### src/rtl/valrdy_rr_arbiter_if.sv
// ----------------------------------------------------------------------------
// valrdy_rr_arbiter_if
//   Bundles the val/rdy signals of the round-robin arbiter: the p_nreqs
//   requester streams on the input side and the single merged stream on the
//   output side.
//
//   Signals
//     req_val  [p_nreqs]          per-requester valid
//     req_rdy  [p_nreqs]          per-requester ready (from arbiter)
//     req_msg  [p_nreqs*p_width]  requester i at [i*p_width +: p_width]
//     out_val                     merged stream valid (from arbiter)
//     out_rdy                     downstream ready
//     out_msg  [p_width]          merged stream message (from arbiter)
//     out_src  [clog2(p_nreqs)]   index of the requester that sent out_msg
//     done                        all messages delivered (from arbiter)
//
//   Modports
//     master : the arbiter side (drives ready, output stream and done)
//     slave  : the harness side (drives valids, messages and out_rdy)
// ----------------------------------------------------------------------------
interface valrdy_rr_arbiter_if #(
    parameter int p_width = 16,
    parameter int p_nreqs = 4
);
    localparam int SW = (p_nreqs > 1) ? $clog2(p_nreqs) : 1;

    logic [p_nreqs-1:0]         req_val;
    logic [p_nreqs-1:0]         req_rdy;
    logic [p_nreqs*p_width-1:0] req_msg;
    logic                       out_val;
    logic                       out_rdy;
    logic [p_width-1:0]         out_msg;
    logic [SW-1:0]              out_src;
    logic                       done;

    modport master (
        input  req_val, req_msg, out_rdy,
        output req_rdy, out_val, out_msg, out_src, done
    );

    modport slave (
        output req_val, req_msg, out_rdy,
        input  req_rdy, out_val, out_msg, out_src, done
    );
endinterface

### src/rtl/valrdy_rr_arbiter.sv
// ----------------------------------------------------------------------------
// valrdy_rr_arbiter
//   Round-robin merge of p_nreqs val/rdy streams into one registered val/rdy
//   stream. One requester is granted per cycle; the accepted message is held
//   in a one-entry output buffer tagged with the requester index. After
//   p_nmsgs accepts no further requests are taken, and done rises once all
//   p_nmsgs messages have been handed downstream.
//
//   Ports
//     clk        clock, all state updates on the rising edge
//     reset      asynchronous active-low reset
//     bus        valrdy_rr_arbiter_if.master (requester and output streams)
//     grant_cnt  [p_nreqs*16] per-requester accept counters (optional)
//
//   Optional feature
//     VALRDY_RR_ARBITER_CNT_EN : when defined, adds grant_cnt with one
//     saturating 16-bit accept counter per requester.
// ----------------------------------------------------------------------------
module valrdy_rr_arbiter #(
    parameter int p_width = 16,
    parameter int p_nreqs = 4,
    parameter int p_nmsgs = 100
) (
    input  logic                   clk,
    input  logic                   reset,
    valrdy_rr_arbiter_if.master    bus
`ifdef VALRDY_RR_ARBITER_CNT_EN
    ,
    output logic [p_nreqs*16-1:0]  grant_cnt
`endif
);
    localparam int            SW      = (p_nreqs > 1) ? $clog2(p_nreqs) : 1;
    localparam int            CW      = $clog2(p_nmsgs + 1);
    localparam logic [CW-1:0] NMSGS   = CW'(p_nmsgs);
    localparam logic [CW-1:0] CNT_ONE = CW'(1);
    localparam logic [SW-1:0] PTR_ONE = SW'(1);
    localparam logic [SW-1:0] LAST    = SW'(p_nreqs - 1);

    logic [SW-1:0]      r_ptr;
    logic               r_out_val;
    logic [p_width-1:0] r_out_msg;
    logic [SW-1:0]      r_out_src;
    logic [CW-1:0]      r_acc_cnt;
    logic [CW-1:0]      r_del_cnt;
    logic               r_done;

    logic               w_found;
    logic [SW-1:0]      w_grant_idx;
    logic [p_nreqs-1:0] w_grant_oh;
    logic [p_nreqs-1:0] w_req_rdy;
    logic [p_width-1:0] w_grant_msg;
    logic               w_space;
    logic               w_open;
    logic               w_accept;
    logic               w_deliver;

    // Search starts at the priority pointer and wraps; first valid wins.
    always_comb begin
        int            idx;
        logic [SW-1:0] cand;
        idx         = 0;
        cand        = '0;
        w_found     = 1'b0;
        w_grant_idx = '0;
        for (int k = 0; k < p_nreqs; k++) begin
            idx = int'(r_ptr) + k;
            if (idx >= p_nreqs) begin
                idx = idx - p_nreqs;
            end
            cand = SW'(idx);
            if (!w_found && bus.req_val[cand]) begin
                w_found     = 1'b1;
                w_grant_idx = cand;
            end
        end
    end

    always_comb begin
        w_grant_msg = '0;
        for (int k = 0; k < p_nreqs; k++) begin
            if (w_grant_idx == SW'(k)) begin
                w_grant_msg = bus.req_msg[k*p_width +: p_width];
            end
        end
    end

    // The buffer can take a new message if empty or draining this cycle.
    assign w_space = !r_out_val || bus.out_rdy;
    assign w_open  = (r_acc_cnt != NMSGS);

    // Gating with reset keeps every ready low while reset is held, even
    // though the grant logic itself is purely combinational.
    for (genvar gi = 0; gi < p_nreqs; gi++) begin : g_rdy
        assign w_grant_oh[gi] = w_found && (w_grant_idx == SW'(gi));
        assign w_req_rdy[gi]  = w_grant_oh[gi] && w_space && w_open && reset;
    end

    assign w_accept  = |(bus.req_val & w_req_rdy);
    assign w_deliver = r_out_val && bus.out_rdy;

    always_ff @(posedge clk or negedge reset) begin
        if (!reset) begin
            r_ptr     <= '0;
            r_out_val <= 1'b0;
            r_out_msg <= '0;
            r_out_src <= '0;
            r_acc_cnt <= '0;
            r_del_cnt <= '0;
            r_done    <= 1'b0;
        end else begin
            if (w_accept) begin
                r_out_val <= 1'b1;
                r_out_msg <= w_grant_msg;
                r_out_src <= w_grant_idx;
                r_ptr     <= (w_grant_idx == LAST) ? '0 : w_grant_idx + PTR_ONE;
            end else if (w_deliver) begin
                r_out_val <= 1'b0;
            end

            if (w_accept && (r_acc_cnt != NMSGS)) begin
                r_acc_cnt <= r_acc_cnt + CNT_ONE;
            end

            if (w_deliver && (r_del_cnt != NMSGS)) begin
                r_del_cnt <= r_del_cnt + CNT_ONE;
            end

            // Sticky: set on the handshake that brings del_cnt to p_nmsgs.
            if (w_deliver && (r_del_cnt == NMSGS - CNT_ONE)) begin
                r_done <= 1'b1;
            end
        end
    end

    assign bus.req_rdy = w_req_rdy;
    assign bus.out_val = r_out_val;
    assign bus.out_msg = r_out_msg;
    assign bus.out_src = r_out_src;
    assign bus.done    = r_done;

`ifdef VALRDY_RR_ARBITER_CNT_EN
    for (genvar gi = 0; gi < p_nreqs; gi++) begin : g_gcnt
        logic [15:0] r_gcnt;

        always_ff @(posedge clk or negedge reset) begin
            if (!reset) begin
                r_gcnt <= '0;
            end else if (bus.req_val[gi] && w_req_rdy[gi] && (r_gcnt != 16'hFFFF)) begin
                r_gcnt <= r_gcnt + 16'd1;
            end
        end

        assign grant_cnt[gi*16 +: 16] = r_gcnt;
    end
`endif

endmodule

### src/flat_wrapper.sv
// flat-port wrapper written by rule: the top's interface ports become plain ports
module valrdy_rr_arbiter_flat 
#(
    parameter int p_width = 16,
    parameter int p_nreqs = 4,
    parameter int p_nmsgs = 100
)
  (clk, reset, bus_req_val, bus_req_msg, bus_out_rdy, bus_req_rdy, bus_out_val, bus_out_msg, bus_out_src, bus_done);
  valrdy_rr_arbiter_if #(.p_width(p_width), .p_nreqs(p_nreqs)) bus_i ();
  input  logic clk;
  input  logic reset;
  input wire logic [$bits(bus_i.req_val)-1:0] bus_req_val;
  input wire logic [$bits(bus_i.req_msg)-1:0] bus_req_msg;
  input wire logic [$bits(bus_i.out_rdy)-1:0] bus_out_rdy;
  output wire logic [$bits(bus_i.req_rdy)-1:0] bus_req_rdy;
  output wire logic [$bits(bus_i.out_val)-1:0] bus_out_val;
  output wire logic [$bits(bus_i.out_msg)-1:0] bus_out_msg;
  output wire logic [$bits(bus_i.out_src)-1:0] bus_out_src;
  output wire logic [$bits(bus_i.done)-1:0] bus_done;
  assign bus_i.req_val = bus_req_val;
  assign bus_i.req_msg = bus_req_msg;
  assign bus_i.out_rdy = bus_out_rdy;
  assign bus_req_rdy = bus_i.req_rdy;
  assign bus_out_val = bus_i.out_val;
  assign bus_out_msg = bus_i.out_msg;
  assign bus_out_src = bus_i.out_src;
  assign bus_done = bus_i.done;
  valrdy_rr_arbiter #(.p_width(p_width), .p_nreqs(p_nreqs), .p_nmsgs(p_nmsgs)) u_core (.clk(clk), .reset(reset), .bus(bus_i));
endmodule
### config.mk
export PLATFORM = sky130hd
export DESIGN_NAME = valrdy_rr_arbiter_flat
export DESIGN_NICKNAME = d
export VERILOG_FILES = /design/src/rtl/valrdy_rr_arbiter_if.sv /design/src/rtl/valrdy_rr_arbiter.sv /design/src/flat_wrapper.sv
export SDC_FILE = /design/constraint.sdc
export NUM_CORES = 1
export LEC_CHECK = 0
export BUFFER_PORTS_ARGS = -buffer_cell sky130_fd_sc_hd__buf_2
export CORE_UTILIZATION = 45
export DETAILED_ROUTE_END_ITERATION = 6
export MAX_ROUTING_LAYER = met4
export PLACE_DENSITY = 0.8
export SYNTH_ARGS = -nofsm -noshare
export SYNTH_HDL_FRONTEND = slang
export SYNTH_SLANG_ARGS = --single-unit
### constraint.sdc
create_clock -name clk -period 7.5 [get_ports clk]
set_input_delay 1.5 -clock clk [delete_from_list [all_inputs] [get_ports clk]]
set_output_delay 1.5 -clock clk [all_outputs]
set_load 0.02 [all_outputs]
==> summary.txt, run 1 <==
Placed design
  – Cell count after placement: 365
  – Placed cell areas: 2810 um^2
  – PortBufs: 94
  – Dpl hpwl: 4.37 mm
  – Routability cong.: 0.842

Floorplanning
  – Core Area: 4850 um^2
  – Die Wd: 74.1 um
  – Row cnt: 25
  – IO Pins: 95
  – Initial Util: 48.2%
  – Die Y: 74.1 um
  – Die ar.: 5490 um^2

Routing
  – Drc violations: 0
  – Vias per inst: 5.26
  – Final WL: 5.74 mm
  – Number of detailed-route iterations in the first pass: 4
  – Initial drt markers: 154
  – Routed len/inst: 15.4 um
  – Vias post-DR: 1961
  – Antenna Nets Post-Route: 0

Flow run
  – Max Cap Viol: 0

Finish
  – Fin cells: 373
  – Ant. Diodes: 0
  – Final instance area: 2920 um^2
  – Nets: 384
  – Ratio of cells with drive above 1 in the final layout: 43.8%
  – P&R area growth vs syn: 24.8%
  – Final core occ: 60.2%

STA
  – Final hold slack: 0.470 ns
  – Fin crit share: 63.1%
  – Final Setup Violations: 0
  – Period minus WS final: 4.73 ns
  – Final Hold Fails: 0
  – Worst Skew: 0.0108 ns
  – Worst slew pin tran: 1.12 ns
  – Slew Viols, Final: 0
  – RSZ-0062 raised after global routing: false
  – Setup TNS: 0 ns
  – Max Clk Rate: 211 MHz
  – Slew HR: 25.4%

Pwr
  – Cell Pwr Density: 381 nW/um^2
  – Pleak: 1.43 nW
  – Max VDD drop: 0.218 mV

CTS
  – CTS sink cnt: 36
  – H-tree depth: 2
  – Hold_buf cts: 0
  – TritonCTS clock tree: done
  – Worst-case clock buffer depth: 2
  – Clock Pin Slew Worst Setup and Hold Paths: 0.08 ns
  – PostCTS Resize Cnt: 0
  – Root buf cell: clkbuf_8
  – Clk Latency, worst-skew pair: 0.29 ns
  – Setup bufs post-CTS: 0
  – CTS buffer count: 5

Yosys
  – Yosys reg bits: 36
  – Synth area leaders: dfrtp_1, mux2_4, a221oi_1, o31ai_1, nor2b_1
  – Post-synth top cells: dfrtp_1, nand2_1, mux2_4
  – Number of distinct library cells after synthesis: 42
  – Number of synthesized flops with an enable pin: 0
  – YS warnings: 0
  – Register area share after synthesis: 38.5%
  – Most common cell in the netlist: dfrtp_1
  – Mapped Nets: 293
  – Mapped Area: 2340 um^2
  – Synth top area share: 38.5%
  – Asr flop ratio synth: 100%
  – Synth Instances: 214
  – Top cell type by total area after synthesis: dfrtp_1
  – Top FF cell, synth: dfrtp_1
  – Mean Syn Cell Area: 10.9 um^2

Global routing
  – GRT Resource Usage Total: 22.7%
  – First-pass GRT wire length: 9.01 mm
  – Overflow after GRT: 0
  – Antenna violations before repair: 0
  – Largest net degree at the start of global routing: 38
  – Number of global-route vias before repair: 1810

Critical path
  – WP data required: 6.00 ns
  – CP Max Fanout: 19
  – Start point of the critical path: bus_req_val[3]
  – Critical Path End Type: output pin
  – Worst reg2reg path endpoint: u_core.bus.out_msg[2]$_DFFE_PN0P_
  – Crit Path Category: primary input to output pin
  – CP endpoint: bus_req_rdy[1]
  – Worst R2R Setup Slack: 4.03 ns
  – Startpoint Class: primary input
  – R2R depth: 9
  – R2r startpoint: u_core.r_ptr[1]$_DFFE_PN0P_
  – Worst endpoint data arrival time: 3.23 ns

Worst hold path
  – Min-delay worst type: flop to flop

Run status
  – Status: completed
## cell families after synthesis
family          share of synthesized area, %
xor+xnor                                4.12
mux                                     14.1
flops                                   38.5
fa+ha+maj                               4.28
buf+inv                                 5.73
simple gates                            18.3
compound gates                          14.9
## how the worst min path moves through the flow
stage | start | end | slack (ns) | cells past startpoint
6_report | u_core.r_acc_cnt[6]$_DFFE_PN0P_ | u_core.r_acc_cnt[6]$_DFFE_PN0P_ | 0.47 | 1
5_1_grt | u_core.r_acc_cnt[6]$_DFFE_PN0P_ | u_core.r_acc_cnt[6]$_DFFE_PN0P_ | 0.49 | 1
4_1_cts | u_core.r_acc_cnt[6]$_DFFE_PN0P_ | u_core.r_acc_cnt[6]$_DFFE_PN0P_ | 0.47 | 1
3_5_place_dp | u_core.r_acc_cnt[6]$_DFFE_PN0P_ | u_core.r_acc_cnt[6]$_DFFE_PN0P_ | 0.45 | 1
3_3_place_gp | u_core.r_acc_cnt[6]$_DFFE_PN0P_ | u_core.r_acc_cnt[6]$_DFFE_PN0P_ | 0.45 | 1
2_1_floorplan | u_core.r_acc_cnt[6]$_DFFE_PN0P_ | u_core.r_acc_cnt[6]$_DFFE_PN0P_ | 0.43 | 1
## flip-flops by register name, summed over array words and instances (netlist names)
name and count:
u_core.bus.done 1, u_core.bus.out_msg 16, u_core.bus.out_src 2, u_core.bus.out_val 1, u_core.r_acc_cnt 7, u_core.r_del_cnt 7
u_core.r_ptr 2
## layout by cell type (no fill, tap or decap), types with 4 or more instances in the layout
cell type / synthesis / routed
mux2_4: 19 / 19
xnor2_1: 6 / 6
a221oi_1: 16 / 16
nor4_1: 4 / 4
o31ai_1: 17 / 17
inv_1: 8 / 8
dfrtp_1: 36 / 36
nand2_1: 23 / 23
and2_1: 5 / 5
ha_1: 8 / 8
nor2_1: 6 / 6
nor2b_1: 17 / 17
clkbuf_8: 0 / 5
xor2_1: 5 / 5
buf_2: 1 / 94
## per-stage QoR
step / power (mW) / worst slack, ns
6_report: 1.11 / 2.77
5_1_grt: 1.19 / 2.62
2_1_floorplan: 0.805 / 3.18
3_5_place_dp: 0.946 / 2.78
3_3_place_gp: 0.928 / 2.83
4_1_cts: 1.12 / 2.78
## critical path, stage by stage
cell and delay, ns:
buf_2 0.13, nand2b_1 0.14, a211oi_1 0.23, nor2_1 0.12, inv_1 0.10, ha_1 0.63, and2_1 0.22, buf_2 0.16
## where the power goes
group	switching [mW]	internal [mW]	leakage, nW
combinational	0.306	0.285	0.930
sequential	0.0716	0.280	0.445
clock	0.0700	0.0987	0.0552
## final cells by class
cell class,instances,area (um^2)
multi-input cells,157,1300
clock inverters,2,35.0
clock buffers,6,72.6
repair buffers,97,493
fillers,425,1930
flip-flops and latches,36,901
inverters,8,30.0
well taps,67,83.8
## layer usage
layer,wire length [um],GRT usage [%]
met1,2500,29.3
met2,2880,34.8
met3,263,5.15
met4,93,7.91
met5,0,-
No activity file was read; power rests on OpenSTA's default activity.
==> inputs of run 2 (changes only) <==
Clock period 7.5 ns to 4.7 ns, I/O delays scaled along.
==> run 2 against run 1 <==
Final cell count increased by 0.54%. Sequential power increased by 60%. Highest routed layer unchanged. Clock skew decreased by 0.0018 ns. Non-clock buffer count increased by 2. Register-to-register slack got worse by 2.4 ns.
==> summary.txt, run 2 (synthesized netlist as in run 1, its figures left out) <==
Critical path
  – Crit Path Category: primary input to output pin (unchanged)
  – Worst endpoint data arrival time: 2.51 ns (was 3.23 ns)
  – Startpoint Class: primary input (unchanged)
  – CP Max Fanout: 33 (was 19)
  – R2r startpoint: u_core.r_ptr[1]$_DFFE_PN0P_ (unchanged)
  – Critical Path End Type: output pin (unchanged)
  – WP data required: 3.76 ns (was 6.00 ns)
  – Start point of the critical path: bus_req_val[1] (was bus_req_val[3])

Finish
  – Ratio of cells with drive above 1 in the final layout: 43.8% (about the same)
  – Commonest non-fill, non-tap cell in the layout: buf_2 (unchanged)
  – Ant. Diodes: 0 (unchanged)
  – Fill count: 411 (was 425)
  – P&R area growth vs syn: 24.7% (was 24.8%)
  – Most frequent cells in the layout: buf_2, dfrtp_1, nand2_1 (unchanged)
  – Max FFs per register: 16 (unchanged)
  – Fin cells: 375 (was 373)
  – Nets: 386 (was 384)

Pwr
  – Pleak: 1.43 nW (about the same)
  – Cell Pwr Density: 593 nW/um^2 (was 381 nW/um^2)
  – Max VDD drop: 0.291 mV (was 0.218 mV)

CTS
  – Clk Latency, worst-skew pair: 0.29 ns (about the same)
  – Root buf cell: clkbuf_8 (unchanged)
  – Hold_buf cts: 0 (unchanged)
  – CTS buffer count: 5 (unchanged)
  – Worst-case clock buffer depth: 2 (unchanged)
  – H-tree depth: 2 (unchanged)
  – CTS sink cnt: 36 (unchanged)
  – Setup bufs post-CTS: 0 (unchanged)
  – Clock Pin Slew Worst Setup and Hold Paths: 0.07 ns (was 0.08 ns)
  – TritonCTS clock tree: done (unchanged)
  – PostCTS Resize Cnt: 0 (unchanged)

Worst hold path
  – Hold wc startpoint: u_core.bus.done$_DFFE_PN0P_ (was u_core.r_acc_cnt[6]$_DFFE_PN0P_)
  – Min-delay worst type: flop to flop (unchanged)

Floorplanning
  – IO Pins: 95 (unchanged)
  – Die ar.: 5490 um^2 (unchanged)
  – Initial Util: 48.2% (unchanged)
  – Core Area: 4850 um^2 (unchanged)
  – Row cnt: 25 (unchanged)
  – Die Wd: 74.1 um (unchanged)
  – Die Y: 74.1 um (unchanged)

Global routing
  – Number of global-route vias before repair: 1844 (was 1810)
  – Largest net degree at the start of global routing: 38 (unchanged)
  – Overflow after GRT: 0 (unchanged)
  – First-pass GRT wire length: 8.91 mm (was 9.01 mm)
  – Antenna violations before repair: 0 (unchanged)
  – GRT Resource Usage Total: 22.6% (was 22.7%)

Routing
  – Number of detailed-route iterations in the first pass: 4 (unchanged)
  – Antenna Nets Post-Route: 0 (unchanged)
  – Initial drt markers: 227 (was 154)
  – Routed len/inst: 15.1 um (was 15.4 um)
  – Vias post-DR: 1975 (was 1961)
  – Vias per inst: 5.27 (was 5.26)
  – Final WL: 5.65 mm (was 5.74 mm)
  – Drc violations: 0 (unchanged)

STA
  – Max Clk Rate: 290 MHz
  – Slew HR: 33.3% (was 25.4%)
  – Period minus WS final: 3.45 ns
  – Final Setup Violations: 0 (unchanged)
  – Worst Skew: 0.00898 ns (was 0.0108 ns)
  – Worst slew pin tran: 0.999 ns (was 1.12 ns)
  – Setup TNS: 0 ns (unchanged)
  – Slew Viols, Final: 0 (unchanged)
  – Fin crit share: 73.3%
  – RSZ-0062 raised after global routing: false (unchanged)
  – Final Hold Fails: 0 (unchanged)

Placed design
  – Cell count after placement: 367 (was 365)
  – PortBufs: 94 (unchanged)
  – Routability cong.: 0.808 (was 0.842)
  – Dpl hpwl: 4.35 mm (was 4.37 mm)

Run status
  – Status: completed (unchanged)

Flow run
  – Max Cap Viol: 0 (unchanged)
==> run 2: cell count changes in the layout (fill, tap and decap cells not counted) <==
cell and change:
buf_4 +2, bufinv_16 -1, clkbuf_1 +1, clkbuf_8 +1
clkinv_2 -1
==> run 2: worst max-delay path, cell delays in order <==
cell and delay (ns):
buf_2 0.14, nor3b_1 0.22, a211oi_1 0.09, nor2_1 0.24, ha_1 0.23, buf_4 0.32
and2_1 0.17, buf_2 0.15
==> run 2: through the flow <==
step	hold slack, ns	setup slack (ns)	instance area, um^2	power, mW	util [%]
3_3_place_gp	0.453	1.15	2830	1.47	58.3
2_1_floorplan	0.435	1.50	2340	1.28	-
6_report	0.474	1.25	2920	1.73	60.1
3_5_place_dp	0.459	0.928	2830	1.51	58.3
4_1_cts	0.478	1.23	2920	1.74	60.1
5_1_grt	0.488	0.984	2920	1.86	60.1
==> run 2: path summary, 6_finish.rpt <==
| kind | endpoint | slack (ns) | depth (start not counted) |
|---|---|---|---|
| min | u_core.bus.done$_DFFE_PN0P_ | 0.47 | 1 |
| max | bus_req_rdy[3] | 1.25 | 8 |
| min in group asynchronous | u_core.r_ptr[1]$_DFFE_PN0P_ | 0.69 | 2 |
| max reg2reg | u_core.bus.out_msg[2]$_DFFE_PN0P_ | 1.62 | 10 |
| min reg2reg | u_core.bus.done$_DFFE_PN0P_ | 0.47 | 1 |
| max in group asynchronous | u_core.r_del_cnt[1]$_DFFE_PN0P_ | 3.68 | 2 |
==> run 2: area by class of cell <==
class	instances	area, um^2	area share, %
Sequential cell	36	901	30.9
Clock buffer	8	90.1	3.09
Tap cell	67	83.8	2.88
Timing Repair Buffer	99	508	17.4
Inverter	8	30.0	1.03
Multi-Input combinational cell	157	1300	44.7
==> run 2: routing by layer <==
metal,wire [um],GRT usage (%)
met5,0,-
met4,140,9.62
met2,2820,34.1
met1,2460,29.1
met3,234,5.01
==> run 2: power breakdown <==
| part | internal (mW) | total [mW] | switching [mW] |
|---|---|---|---|
| registers | 0.447 | 0.562 | 0.115 |
| logic | 0.456 | 0.937 | 0.481 |
| clock network | 0.120 | 0.229 | 0.110 |
==> inputs of run 3 (changes only) <==
Clock period 4.7 ns to 3.3 ns, I/O delays scaled along.
==> run 3 against run 2 <==
Sequential cell count unchanged. Register-to-register slack got worse by 1.3 ns. Critical path depth increased by 2. Combinational power rose by 45%. Largest cell class unchanged. Largest power group unchanged. Highest routed layer unchanged.
==> summary.txt, run 3 (synthesized netlist as in run 1, its figures left out) <==
Floorplanning
  – Initial Util: 48.2% (unchanged)
  – Die ar.: 5490 um^2 (unchanged)
  – IO Pins: 95 (unchanged)
  – Die Wd: 74.1 um (unchanged)
  – Row cnt: 25 (unchanged)
  – Core Area: 4850 um^2 (unchanged)
  – Die Y: 74.1 um (unchanged)

Critical path
  – Worst endpoint data arrival time: 3.19 ns (was 2.51 ns)
  – Crit Path Category: primary input to flop (was primary input to output pin)
  – WP data required: 3.46 ns (was 3.76 ns)
  – Critical Path End Type: flop (was output pin)
  – CP Max Fanout: 16 (was 33)
  – Startpoint Class: primary input (unchanged)

STA
  – Worst Skew: 0.00567 ns (was 0.00898 ns)
  – Worst slew pin tran: 0.958 ns (was 0.999 ns)
  – Setup TNS: 0 ns (unchanged)
  – Slew Viols, Final: 0 (unchanged)
  – Final Setup Violations: 0 (unchanged)
  – RSZ-0062 raised after global routing: false (unchanged)
  – Final hold slack: 0.469 ns (was 0.474 ns)
  – Slew HR: 35.9% (was 33.3%)
  – Final Hold Fails: 0 (unchanged)
  – Period minus WS final: 3.03 ns
  – Max Clk Rate: 330 MHz
  – Worst Setup Slack, final: 0.273 ns (was 1.25 ns)
  – Fin crit share: 91.7%

Finish
  – Fill count: 425 (was 411)
  – Multi-input gate area: 1310 um^2 (was 1300 um^2)
  – Most frequent cells in the layout: buf_2, dfrtp_1, nand2_1 (unchanged)
  – P&R area growth vs syn: 25.7% (was 24.7%)
  – Ratio of cells with drive above 1 in the final layout: 45.0% (was 43.8%)
  – Max FFs per register: 16 (unchanged)
  – Commonest non-fill, non-tap cell in the layout: buf_2 (unchanged)
  – Total area of sequential cells: 901 um^2 (unchanged)
  – Final instance area: 2940 um^2 (was 2920 um^2)
  – Ant. Diodes: 0 (unchanged)
  – Nets: 388 (was 386)

Routing
  – Routed len/inst: 15.3 um (was 15.1 um)
  – Antenna Nets Post-Route: 0 (unchanged)
  – Final WL: 5.76 mm (was 5.65 mm)
  – Vias per inst: 5.28 (was 5.27)
  – Vias post-DR: 1987 (was 1975)
  – Number of detailed-route iterations in the first pass: 5 (was 4)
  – Drc violations: 0 (unchanged)
  – Initial drt markers: 142 (was 227)

Placed design
  – PortBufs: 94 (unchanged)
  – Dpl hpwl: 4.30 mm (was 4.35 mm)
  – Pre-CTS setup slack: -0.175 ns (was 0.928 ns)
  – Routability cong.: 0.742 (was 0.808)
  – Placed cell areas: 2840 um^2 (was 2830 um^2)

Global routing
  – Antenna violations before repair: 0 (unchanged)
  – Largest net degree at the start of global routing: 37 (was 38)
  – Overflow after GRT: 0 (unchanged)
  – GRT Resource Usage Total: 22.7% (was 22.6%)
  – First-pass GRT wire length: 9.25 mm (was 8.91 mm)
  – Number of global-route vias before repair: 1945 (was 1844)

CTS
  – TritonCTS clock tree: done (unchanged)
  – Clock Pin Slew Worst Setup and Hold Paths: 0.07 ns (about the same)
  – H-tree depth: 2 (unchanged)
  – Worst-case clock buffer depth: 2 (unchanged)
  – Setup bufs post-CTS: 0 (unchanged)
  – CTS buffer count: 5 (unchanged)
  – Clk Latency, worst-skew pair: 0.28 ns (was 0.29 ns)
  – Root buf cell: clkbuf_8 (unchanged)
  – CTS sink cnt: 36 (unchanged)

Run status
  – Status: completed (unchanged)

Flow run
  – Max Cap Viol: 0 (unchanged)

Worst hold path
  – Min-delay worst type: flop to flop (unchanged)

Pwr
  – Max VDD drop: 0.366 mV (was 0.291 mV)
  – Pleak: 1.45 nW (was 1.43 nW)
  – Cell Pwr Density: 849 nW/um^2 (was 593 nW/um^2)
  – Total power: 2.50 mW (was 1.73 mW)
-- run 3: stage by stage --
step                utilization, %  std cells
floorplan                        -        214
global placement              58.6        369
detailed placement            58.6        369
CTS                           60.6        376
global route                  60.6        376
finish                        60.6        376
-- run 3: critical path, stage by stage --
cell and delay (ns):
buf_2 0.13, nor3b_1 0.20, a211oi_1 0.07, nor2_1 0.25
ha_1 0.24, a22o_1 0.18, a221oi_4 0.05, nor3_4 0.74
buf_4 0.34, mux2_4 0.31
-- run 3: report_power, final --
part | leakage [nW] | internal (mW) | switching [mW]
logic | 0.950 | 0.662 | 0.694
clock network | 0.0503 | 0.186 | 0.151
registers | 0.445 | 0.637 | 0.165
-- run 3: repair_timing --
item	4_1_cts	5_1_grt
setup endpoints to repair	0	16
hold buffers	0	0
resized for setup	0	1
-- run 3: metal layers --
metal  GRT usage, %  vias to the layer above  share of wire, %
li1               -                      970                 -
met2           35.2                       52                49
met4           6.84                        0               1.5
met5              -                        -                 0
met1           30.7                      955                45
met3           3.39                       10               3.9
-- run 3: cell type report --
type,instances,share of cell area (%)
multi-input cells,157,44.4
flip-flops and latches,36,30.7
repair buffers,101,17.8
clock buffers,7,3.28
well taps,67,2.85
inverters,8,1.02
-- run 3: worst paths after layout --
path | startpoint | end | slack [ns] | cells past startpoint
worst max-delay path | bus_req_val[1] | u_core.bus.out_msg[8]$_DFFE_PN0P_ | 0.27 | 10
worst min-delay path | u_core.r_del_cnt[6]$_DFFE_PN0P_ | u_core.r_del_cnt[6]$_DFFE_PN0P_ | 0.47 | 1
worst max register to register | u_core.r_ptr[1]$_DFFE_PN0P_ | u_core.bus.out_msg[8]$_DFFE_PN0P_ | 0.32 | 10
worst min register to register | u_core.r_del_cnt[6]$_DFFE_PN0P_ | u_core.r_del_cnt[6]$_DFFE_PN0P_ | 0.47 | 1
max in group asynchronous | reset | u_core.bus.out_msg[0]$_DFFE_PN0P_ | 2.50 | 2
min in group asynchronous | reset | u_core.r_acc_cnt[2]$_DFFE_PN0P_ | 0.48 | 2
